<file path="config.mk">
export PLATFORM = sky130hd
export DESIGN_NAME = ram_dma_copy_flat
export DESIGN_NICKNAME = d
export VERILOG_FILES = /design/src/rtl/ram_dma_copy_if.sv /design/src/rtl/ram_dma_copy.sv /design/src/flat_wrapper.sv
export SDC_FILE = /design/constraint.sdc
export NUM_CORES = 1
export LEC_CHECK = 0
export CORE_UTILIZATION = 39
export DETAILED_ROUTE_END_ITERATION = 7
export PLACE_DENSITY = 0.87
export SYNTH_ARGS = -nofsm -noshare
export SYNTH_HDL_FRONTEND = slang
export SYNTH_SLANG_ARGS = --single-unit
export TNS_END_PERCENT = 1
</file>
<file path="constraint.sdc">
create_clock -name clk -period 3.9 [get_ports clk]
set_input_delay 0.39 -clock clk [delete_from_list [all_inputs] [get_ports clk]]
set_output_delay 0.39 -clock clk [all_outputs]
set_load 0.05 [all_outputs]
</file>
<file path="src/rtl/ram_dma_copy_if.sv">
// RAM-side port bundle of ram_dma_copy: address/isReading/dataIn toward the RAM,
// registered dataOut back from it. master = DMA engine, slave = RAM.
interface ram_dma_copy_if #(
  parameter int ADDRESS_SIZE  = 11,
  parameter int MEM_WORD_SIZE = 64
);
  logic [ADDRESS_SIZE-1:0]  ramAddress;
  logic                     ramIsReading;
  logic [MEM_WORD_SIZE-1:0] ramWriteData;
  logic [MEM_WORD_SIZE-1:0] ramReadData;

  modport master (
    output ramAddress, ramIsReading, ramWriteData,
    input  ramReadData
  );

  modport slave (
    input  ramAddress, ramIsReading, ramWriteData,
    output ramReadData
  );
endinterface

</file>
<file path="src/rtl/ram_dma_copy.sv">
// Block-copy DMA engine owning the single-port RAM while busy (read word, write word, ascending).
// Optional RAM_DMA_FILL_EN adds a one-word-per-cycle fill mode with fillMode/fillData ports.
module ram_dma_copy #(
  parameter int ADDRESS_SIZE  = 11,
  parameter int MEM_WORD_SIZE = 64,
  parameter int COUNT_SIZE    = ADDRESS_SIZE + 1
) (
  input  logic                     clk,
  input  logic                     resetN,
  input  logic                     start,
  input  logic [ADDRESS_SIZE-1:0]  srcAddr,
  input  logic [ADDRESS_SIZE-1:0]  dstAddr,
  input  logic [COUNT_SIZE-1:0]    wordCount,
`ifdef RAM_DMA_FILL_EN
  input  logic                     fillMode,
  input  logic [MEM_WORD_SIZE-1:0] fillData,
`endif
  output logic                     busy,
  output logic                     done,
  output logic [COUNT_SIZE-1:0]    wordsDone,
  ram_dma_copy_if.master           ram
);

  typedef enum logic [2:0] {
    IDLE,
    READ,
    WRITE,
`ifdef RAM_DMA_FILL_EN
    FILL,
`endif
    DONE
  } state_t;

  state_t                    state, state_next;
  logic [ADDRESS_SIZE-1:0]   src_q, dst_q;
  logic [COUNT_SIZE-1:0]     count_q;
  logic [COUNT_SIZE-1:0]     words_next;
  logic                      write_phase;
  logic [MEM_WORD_SIZE-1:0]  write_data;
`ifdef RAM_DMA_FILL_EN
  logic                      fill_mode_q;
  logic [MEM_WORD_SIZE-1:0]  fill_data_q;
`endif

  assign words_next = wordsDone + COUNT_SIZE'(1);

  always_ff @(posedge clk or negedge resetN) begin
    if (!resetN) begin
      state     <= IDLE;
      src_q     <= '0;
      dst_q     <= '0;
      count_q   <= '0;
      wordsDone <= '0;
`ifdef RAM_DMA_FILL_EN
      fill_mode_q <= 1'b0;
      fill_data_q <= '0;
`endif
    end else begin
      state <= state_next;
      if (state == IDLE && start) begin
        src_q     <= srcAddr;
        dst_q     <= dstAddr;
        count_q   <= wordCount;
        wordsDone <= '0;
`ifdef RAM_DMA_FILL_EN
        fill_mode_q <= fillMode;
        fill_data_q <= fillData;
`endif
      end else if (write_phase) begin
        wordsDone <= words_next;
      end
    end
  end

  // Outputs decode from state only, so an async reset forces isReading=1 immediately.
  always_comb begin
    state_next   = state;
    write_phase  = 1'b0;
    write_data   = '0;
    ram.ramAddress   = '0;
    ram.ramIsReading = 1'b1;
    busy = (state != IDLE);
    done = (state == DONE);
    unique case (state)
      IDLE: begin
        if (start) begin
          if (wordCount == '0)
            state_next = DONE;
`ifdef RAM_DMA_FILL_EN
          else if (fillMode)
            state_next = FILL;
`endif
          else
            state_next = READ;
        end
      end
      READ: begin
        ram.ramAddress = src_q + wordsDone[ADDRESS_SIZE-1:0];
        state_next     = WRITE;
      end
      WRITE: begin
        ram.ramAddress   = dst_q + wordsDone[ADDRESS_SIZE-1:0];
        ram.ramIsReading = 1'b0;
        write_data       = ram.ramReadData;
        write_phase      = 1'b1;
        state_next       = (words_next == count_q) ? DONE : READ;
      end
`ifdef RAM_DMA_FILL_EN
      FILL: begin
        ram.ramAddress   = dst_q + wordsDone[ADDRESS_SIZE-1:0];
        ram.ramIsReading = 1'b0;
        write_data       = fill_data_q;
        write_phase      = 1'b1;
        state_next       = (words_next == count_q) ? DONE : FILL;
      end
`endif
      DONE: state_next = IDLE;
      default: state_next = IDLE;
    endcase
    ram.ramWriteData = write_data;
  end

endmodule

</file>
<file path="src/flat_wrapper.sv">
// flat-port wrapper written by rule: the top's interface ports become plain ports
module ram_dma_copy_flat 
#(
  parameter int ADDRESS_SIZE  = 11,
  parameter int MEM_WORD_SIZE = 64,
  parameter int COUNT_SIZE    = ADDRESS_SIZE + 1
)
  (clk, resetN, start, srcAddr, dstAddr, wordCount, busy, done, wordsDone, ram_ramAddress, ram_ramIsReading, ram_ramWriteData, ram_ramReadData);
  ram_dma_copy_if #(.ADDRESS_SIZE(ADDRESS_SIZE), .MEM_WORD_SIZE(MEM_WORD_SIZE)) ram_i ();
  input  logic clk;
  input  logic resetN;
  input  logic start;
  input  logic [ADDRESS_SIZE-1:0] srcAddr;
  input  logic [ADDRESS_SIZE-1:0] dstAddr;
  input  logic [COUNT_SIZE-1:0] wordCount;
  output logic busy;
  output logic done;
  output logic [COUNT_SIZE-1:0] wordsDone;
  output wire logic [$bits(ram_i.ramAddress)-1:0] ram_ramAddress;
  output wire logic [$bits(ram_i.ramIsReading)-1:0] ram_ramIsReading;
  output wire logic [$bits(ram_i.ramWriteData)-1:0] ram_ramWriteData;
  input wire logic [$bits(ram_i.ramReadData)-1:0] ram_ramReadData;
  assign ram_ramAddress = ram_i.ramAddress;
  assign ram_ramIsReading = ram_i.ramIsReading;
  assign ram_ramWriteData = ram_i.ramWriteData;
  assign ram_i.ramReadData = ram_ramReadData;
  ram_dma_copy #(.ADDRESS_SIZE(ADDRESS_SIZE), .MEM_WORD_SIZE(MEM_WORD_SIZE), .COUNT_SIZE(COUNT_SIZE)) u_core (.clk(clk), .resetN(resetN), .start(start), .srcAddr(srcAddr), .dstAddr(dstAddr), .wordCount(wordCount), .busy(busy), .done(done), .wordsDone(wordsDone), .ram(ram_i));
endmodule
</file>
==> results of run 1 <==
## state kept, by name, indices dropped and copies added, names as in the netlist
register and count:
u_core.wordsDone 12, u_core.state 2, u_core.count_q 12, u_core.src_q 11, u_core.dst_q 11
## where the power goes
group	total, mW	internal (mW)	leakage, nW	switching, mW
combinational	3.30	1.36	1.64	1.94
clock	0.384	0.210	0.0614	0.174
sequential	0.878	0.703	0.590	0.175
total	4.56	2.27	2.30	2.29
## path summary, 6_finish.rpt
path | slack (ns) | startpoint | endpoint | cells after the start
min reg2reg | 0.51 | u_core.dst_q[4] | u_core.dst_q[4] | 1
min in group clk | 0.51 | u_core.dst_q[4] | u_core.dst_q[4] | 1
max | 0.15 | u_core.state[0] | ram_ramAddress[8] | 11
min | 0.26 | resetN | u_core.count_q[10] | 1
max in group asynchronous | 2.98 | resetN | u_core.dst_q[0] | 1
max reg2reg | 1.73 | u_core.state[0] | u_core.dst_q[6] | 4
## logic make-up (layout without fill, tap and decap cells)
kind of cell,Yosys count,in the layout,synth area share
muxes,48,48,0.158
and+or+nand+nor,135,135,0.231
AOI/OAI and AO/OA,40,40,0.0791
adders and majority gates,17,17,0.0648
xor gates and xnor gates,31,31,0.0799
buffers and inverters,25,210,0.0342
DFF,48,48,0.353
## critical path, cell delays in order, from the launching register on
cell	delay [ns]
sky130_fd_sc_hd__dfrtp_1	0.43
sky130_fd_sc_hd__inv_1	0.15
sky130_fd_sc_hd__ha_4	0.20
sky130_fd_sc_hd__mux2_2	0.34
sky130_fd_sc_hd__ha_1	0.23
sky130_fd_sc_hd__fa_1	0.45
sky130_fd_sc_hd__a211oi_2	0.24
sky130_fd_sc_hd__o21a_1	0.22
sky130_fd_sc_hd__o21bai_1	0.11
sky130_fd_sc_hd__a21oi_2	0.20
sky130_fd_sc_hd__mux2i_2	0.32
sky130_fd_sc_hd__buf_12	0.18
## per-layer routing
layer  routed length (µm)  vias to the layer above  part of all wire
met5                    0                        -                 0
met3                  864                       17             0.077
met4                  245                        0             0.022
met1                 4180                     1537              0.37
met2                 5890                      156              0.53
li1                     -                     1554                 -
## layout by cell type, fill, tap and decap left out, types with 6 or more instances in the layout
master,Yosys,layout
sky130_fd_sc_hd__buf_4,3,8
sky130_fd_sc_hd__and2_1,67,66
sky130_fd_sc_hd__mux2_2,44,44
sky130_fd_sc_hd__clkdlybuf4s50_1,0,179
sky130_fd_sc_hd__inv_1,6,6
sky130_fd_sc_hd__nor3_1,6,6
sky130_fd_sc_hd__nand2_1,8,8
sky130_fd_sc_hd__xor2_1,18,18
sky130_fd_sc_hd__clkbuf_8,0,6
sky130_fd_sc_hd__ha_1,16,15
sky130_fd_sc_hd__o21ai_0,11,11
sky130_fd_sc_hd__buf_12,0,7
sky130_fd_sc_hd__nor2_1,23,23
sky130_fd_sc_hd__nand4_1,6,6
sky130_fd_sc_hd__xnor2_1,13,13
sky130_fd_sc_hd__dfrtp_1,48,48
## cell type report
type                       count  share of cell area
clock buffer                   6              0.0148
clock inverter                 2             0.00693
inverter                       6             0.00402
multi-input combinational    271               0.378
sequential                    48               0.215
tap                          105              0.0235
timing repair buffer         196               0.359
## metrics by stage
step,setup slack [ns],setup TNS (ns),cells,cell area [µm²]
finish,0.154,0,634,5600
global route,0.0143,0,634,5600
CTS,0.0195,0,632,5570
detailed placement,0.254,0,624,5440
global placement,0.301,0,624,5440
floorplan,-0.298,-0.497,344,3400
## what timing repair did
action / in CTS / in global routing
buffers inserted: 0 / 2
hold endpoints to repair: 0 / 0
gates resized for setup: 3 / 2
setup endpoints to repair: 1 / 2
==> flow_summary.ini, run 1 <==
[worst_setup_path]
nature_of_the_critical_path_startpoint = register
worst-endpoint-required_ns = 3.51
crit_path_end_kind = output pin
critPathArrivalTime_ns = 3.36
crit_type = reg -> out
timing.critical_path.fanout_max = 5

[sta]
post-route-min-period_ns = 3.75
finClkSkew_ns = 0.00849
hold-worst-slack_ns = 0.262
rsz0062_at_grt = false
period_share = 0.960
worst_slew_margin_rel = 0.293
timing_worst_slew_pin_value_ns = 1.06
final-setup-viol-count = 0
maxClockFrequency_mhz = 267
hold_viol = 0
report.final.slew_viol_count = 0

[finish]
area_delta_synth_final_pct = 64.7
layout.filler_cells = 668
antenna_diode_count = 0
area_of_the_multi_input_gates_um2 = 2110
final-seq-area_um2 = 1200
share_of_cells_above_drive_strength_1 = 0.155
finalNetCount = 646
postLayoutCoreUtil = 0.671

[clock_tree]
clock_transition_time_at_the_flip_flop_clock_pins_of_the_worst_setup_and_hold_paths_ns = 0.09
cts-root-to-sink-buffers = 2
worstSkewPairLatency_ns = 0.31
cts_htree_levels = 2
cts-hold-fix-buffers = 0
tritoncts = built
clock_sink_count = 48
cts-root-buf = sky130_fd_sc_hd__clkbuf_8
cts_made_buffers = 5

[outcome]
run_status = finished clean

[global_routing]
grtUsageMet1 = 0.284
global_route.overflow_total = 0
grt_usage = 0.247
number_of_antenna_violations_at_the_first_check_in_global_routing = 0
globalRouteMet2Util = 0.458
grt_pass1_vias = 3332
most_utilized_layer_in_the_global_route_result = met2
gr_layer_usage_met3 = 0.0463
grt_first_pass_wirelength_um = 16800
grt_max_degree = 49

[logic_synthesis]
synth_top_cells_by_count = 67 x sky130_fd_sc_hd__and2_1, 48 x sky130_fd_sc_hd__dfrtp_1, 44 x sky130_fd_sc_hd__mux2_2
synth_area_um2 = 3400
synth_seq_cells = 48
post_synth_inst_count = 344
yosysTopAreaCellShare = 0.353
synth_area_leaders = sky130_fd_sc_hd__dfrtp_1 35%, sky130_fd_sc_hd__mux2_2 15%, sky130_fd_sc_hd__and2_1 12%
postSynth.asyncResetShare = 1.00
synth_area_leader_cell = sky130_fd_sc_hd__dfrtp_1
synth_warnings = 0
synth.yosys.seq_area_share = 0.353
synth_area_per_cell_um2 = 9.88
post-synth-top-count-cell = sky130_fd_sc_hd__and2_1
synth-main-ff-cell = sky130_fd_sc_hd__dfrtp_1
post_synth_edffs = 0
synth.lib_cells_used.distinct = 43
synth.net_count = 462

[pwr]
power.density_nw_per_um2 = 815
sum_of_internal_switching_and_leakage_power_mw = 4.56
ir_worst_vdd_v = 0.000541
leakage_nw = 2.30

[floorplanning]
floorplan.initialDensity = 0.408
die_area_um2 = 9090
core-area_um2 = 8340
core.rowCount = 33
boundaryPins = 191
die_height_um = 95.4
die_w_um = 95.4

[drt]
vias_per_cell = 5.15
detail_route.first_pass.iterations = 4
avgRoutedWirePerCell_um = 17.6
detail_route.wirelength_um = 11200
detailroute.via_count = 3264
drt_first_iter_violations = 197
detail-route-antenna-nets = 0
drcViolationCount = 0

[place]
dp_hpwl_um = 8840
globalplace.congestion = 0.881
numPortBuffers = 190

[worst_hold_path]
hold_crit_class = in -> async

[job]
maxCapViolCount = 0
(Power assumes the default switching activity.)
==> run 2: changes to the inputs <==
--- a/config.mk
+++ b/config.mk
@@ -7,5 +7,6 @@
 export LEC_CHECK = 0
-export CORE_UTILIZATION = 39
+export ABC_AREA = 1
+export CORE_UTILIZATION = 40
 export DETAILED_ROUTE_END_ITERATION = 7
-export PLACE_DENSITY = 0.87
+export PLACE_DENSITY = 0.88
 export SYNTH_ARGS = -nofsm -noshare
==> constraint.sdc (replaced) <==
create_clock -name clk -period 3.9 [get_ports clk]
set_input_delay 0.78 -clock clk [delete_from_list [all_inputs] [get_ports clk]]
set_output_delay 0.78 -clock clk [all_outputs]
set_load 0.05 [all_outputs]
==> flow_summary.ini, run 2 <==
[finish]
area_delta_synth_final_pct = 64.2
post_route_cell_area_um2 = 5830
postLayoutCoreUtil = 0.672
reg_top3 = u_core.count_q: 12 flops, u_core.wordsDone: 12 flops
share_of_cells_above_drive_strength_1 = 0.0548
antenna_diode_count = 0
finalNetCount = 883
most-common-layout-cells = 256 x sky130_fd_sc_hd__nand2_1, 178 x sky130_fd_sc_hd__clkdlybuf4s50_1, 105 x sky130_fd_sc_hd__inv_1, 48 x sky130_fd_sc_hd__dfrtp_1, 33 x sky130_fd_sc_hd__nand3_1
mostFrequentLayoutCell = sky130_fd_sc_hd__nand2_1

[pwr]
pwr-share-comb = 0.699
ir_worst_vdd_v = 0.000411
switchingPower_mw = 2.12
portion_of_total_power_attributed_to_the_clock_network = 0.090
power_frac_seq = 0.211
power.density_nw_per_um2 = 687
sum_of_internal_switching_and_leakage_power_mw = 4.01
internal_power_mw = 1.89
leakage_nw = 3.14
power.switching_fraction = 0.528

[sta]
period_share = 0.969
final_sum_of_negative_setup_slack_ns = 0
hold_viol = 0
worst_slew_margin_rel = 0.290
final-setup-viol-count = 0
finClkSkew_ns = 0.0125
maxClockFrequency_mhz = 265
timing_worst_slew_pin_value_ns = 1.07
post-route-min-period_ns = 3.78
report.final.slew_viol_count = 0

[worst_setup_path]
cp.depth = 15
critPathArrivalTime_ns = 3.00
critical_path.startpoint = u_core.state[0]
critPathMostFrequentCell = sky130_fd_sc_hd__nand2_1
path_cells = inv_1 -> ha_4 -> clkinvlp_4 -> buf_4 -> buf_4 -> nand2_1 -> nand2_1 -> ha_1 -> nand2_1 -> nor2_1 -> nand3_1 -> nand4_1 -> o21ai_0 -> a21oi_2 -> buf_12
r2r_setup_slack_ns = 1.62
reg2reg_from = u_core.state[1]
nature_of_the_critical_path_startpoint = register
worst-endpoint-required_ns = 3.12
crit_type = reg -> out
timing.critical_path.fanout_max = 8
rr_endpoint = u_core.wordsDone[6]
critPathMaxStageDelay_ns = 0.42
critPathCapture = ram_ramAddress[10]
path_delay_family = buffers and inverters
crit_path_end_kind = output pin
worst_path_bufs_invs = 5
worst-r2r-cell-count = 7
max_stage_delay_cell_worst_path = sky130_fd_sc_hd__dfrtp_1

[drt]
detail-route-antenna-nets = 0
detail_route.wirelength_um = 12200
vias_per_cell = 5.01
avgRoutedWirePerCell_um = 14.0
detailroute.via_count = 4380
drt_first_iter_violations = 307
detail_route.first_pass.iterations = 5
drcViolationCount = 0

[logic_synthesis]
postSynth.asyncResetShare = 1.00
synth_area_um2 = 3550
post-synth-top-count-cell = sky130_fd_sc_hd__nand2_1
synth_top_cells_by_count = 256 x sky130_fd_sc_hd__nand2_1, 106 x sky130_fd_sc_hd__inv_1, 48 x sky130_fd_sc_hd__dfrtp_1
synth_area_per_cell_um2 = 6.17
post_synth_edffs = 0
synth_seq_cells = 48
synth_warnings = 0
synth.yosys.seq_area_share = 0.338
synth_area_leaders = sky130_fd_sc_hd__dfrtp_1 34%, sky130_fd_sc_hd__nand2_1 27%, sky130_fd_sc_hd__inv_1 11%
post_synth_inst_count = 576
synth-main-ff-cell = sky130_fd_sc_hd__dfrtp_1
synth.net_count = 694
synth.lib_cells_used.distinct = 27
synth_area_leader_cell = sky130_fd_sc_hd__dfrtp_1
yosysTopAreaCellShare = 0.338

[clock_tree]
cts-root-buf = sky130_fd_sc_hd__clkbuf_8
cts_made_buffers = 5
cts-hold-fix-buffers = 0
cts_htree_levels = 2
clock_transition_time_at_the_flip_flop_clock_pins_of_the_worst_setup_and_hold_paths_ns = 0.09
worstSkewPairLatency_ns = 0.30
clock_sink_count = 48
tritoncts = built
cts-root-to-sink-buffers = 2

[place]
placed_cell_area_um2 = 5640
numPortBuffers = 190
dp_hpwl_um = 9480
globalplace.congestion = 0.943

[worst_hold_path]
hold_crit_class = reg -> reg

[floorplanning]
floorplan.initialDensity = 0.409
die_area_um2 = 9260
boundaryPins = 191
die_height_um = 96.3
core.rowCount = 34
core-area_um2 = 8680
die_w_um = 96.3

[global_routing]
global_route.overflow_total = 0
number_of_antenna_violations_at_the_first_check_in_global_routing = 0
grt_pass1_vias = 3936
grt_first_pass_wirelength_um = 18100
grt_usage = 0.253
grt_max_degree = 49

[outcome]
run_status = finished clean

[job]
maxCapViolCount = 0
-- run 2: cell count changes after synthesis, sizes merged, moves of 10 or more --
cell and change:
xnor2 -12, nand2 +247, o21ai +10, nand3 +28, clkbuf +10, xor2 -17
and2 -67, mux2 -44, inv +101, buf -10
-- run 2: cell type report --
class                   count  area (µm²)
well taps                 108         135
clock inverters             2        35.0
repair inverters            1        7.51
multi-input cells         402        1910
flip-flops and latches     48        1200
fillers                   714        2850
repair buffers            200        2070
clock buffers               6        72.6
inverters                 107         405
-- run 2: logic make-up (layout without fill, tap and decap cells) --
group                      count (synthesis)  count (layout)  share of synthesized area
adders and majority gates                 17              17                     0.0620
AOI/OAI and AO/OA                         51              51                     0.0775
buffers and inverters                    126             316                      0.137
and+or+nand+nor                          332             332                      0.380
DFF                                       48              48                      0.338
xor gates and xnor gates                   2               2                    0.00493
-- run 2: per-layer routing --
layer / up-vias / track usage / routed length [µm]
li1: 2126 / - / -
met1: 2006 / 0.331 / 5060
met2: 228 / 0.418 / 5950
met3: 20 / 0.0545 / 1020
met4: 0 / 0.0721 / 160
met5: - / 0 / 0
-- run 2: tightest hold or removal path: stages, from the launching register on --
cell	delay [ns]
sky130_fd_sc_hd__dfrtp_1	0.35
sky130_fd_sc_hd__nand2_1	0.06
sky130_fd_sc_hd__nand2_1	0.05
-- run 2: worst min-delay path by stage --
stage | start | to | slack (ns) | cells after the start
after floorplan | u_core.dst_q[0] | u_core.dst_q[0] | 0.45 | 2
after global placement | u_core.dst_q[3] | u_core.dst_q[3] | 0.47 | 2
after detailed placement | u_core.dst_q[10] | u_core.dst_q[10] | 0.47 | 2
after CTS | u_core.dst_q[10] | u_core.dst_q[10] | 0.49 | 2
after global routing | u_core.dst_q[10] | u_core.dst_q[10] | 0.52 | 2
final | u_core.dst_q[10] | u_core.dst_q[10] | 0.49 | 2
-- run 2: repair_timing --
action,in CTS,in global routing
resized for setup,0,8
endpoints found under the setup margin,0,6
setup buffers,0,5
-- run 2: through the flow --
| step | hold WS, ns | std cells | setup slack, ns |
|---|---|---|---|
| detailed placement | 0.466 | 860 | 0.337 |
| finish | 0.490 | 874 | 0.120 |
| CTS | 0.490 | 868 | 0.0217 |
| floorplan | 0.449 | 576 | -0.166 |
| global route | 0.516 | 874 | -0.0203 |
| global placement | 0.467 | 860 | 0.465 |
-- run 2: power groups by stage --
stage | registers, mW | logic [mW] | clock network (mW)
3_5_place_dp | 0.845 | 2.71 | 0
6_report | 0.846 | 2.80 | 0.359
4_1_cts | 0.836 | 2.72 | 0.359
3_3_place_gp | 0.837 | 2.66 | 0
2_1_floorplan | 0.817 | 1.69 | 0
5_1_grt | 0.862 | 3.01 | 0.378
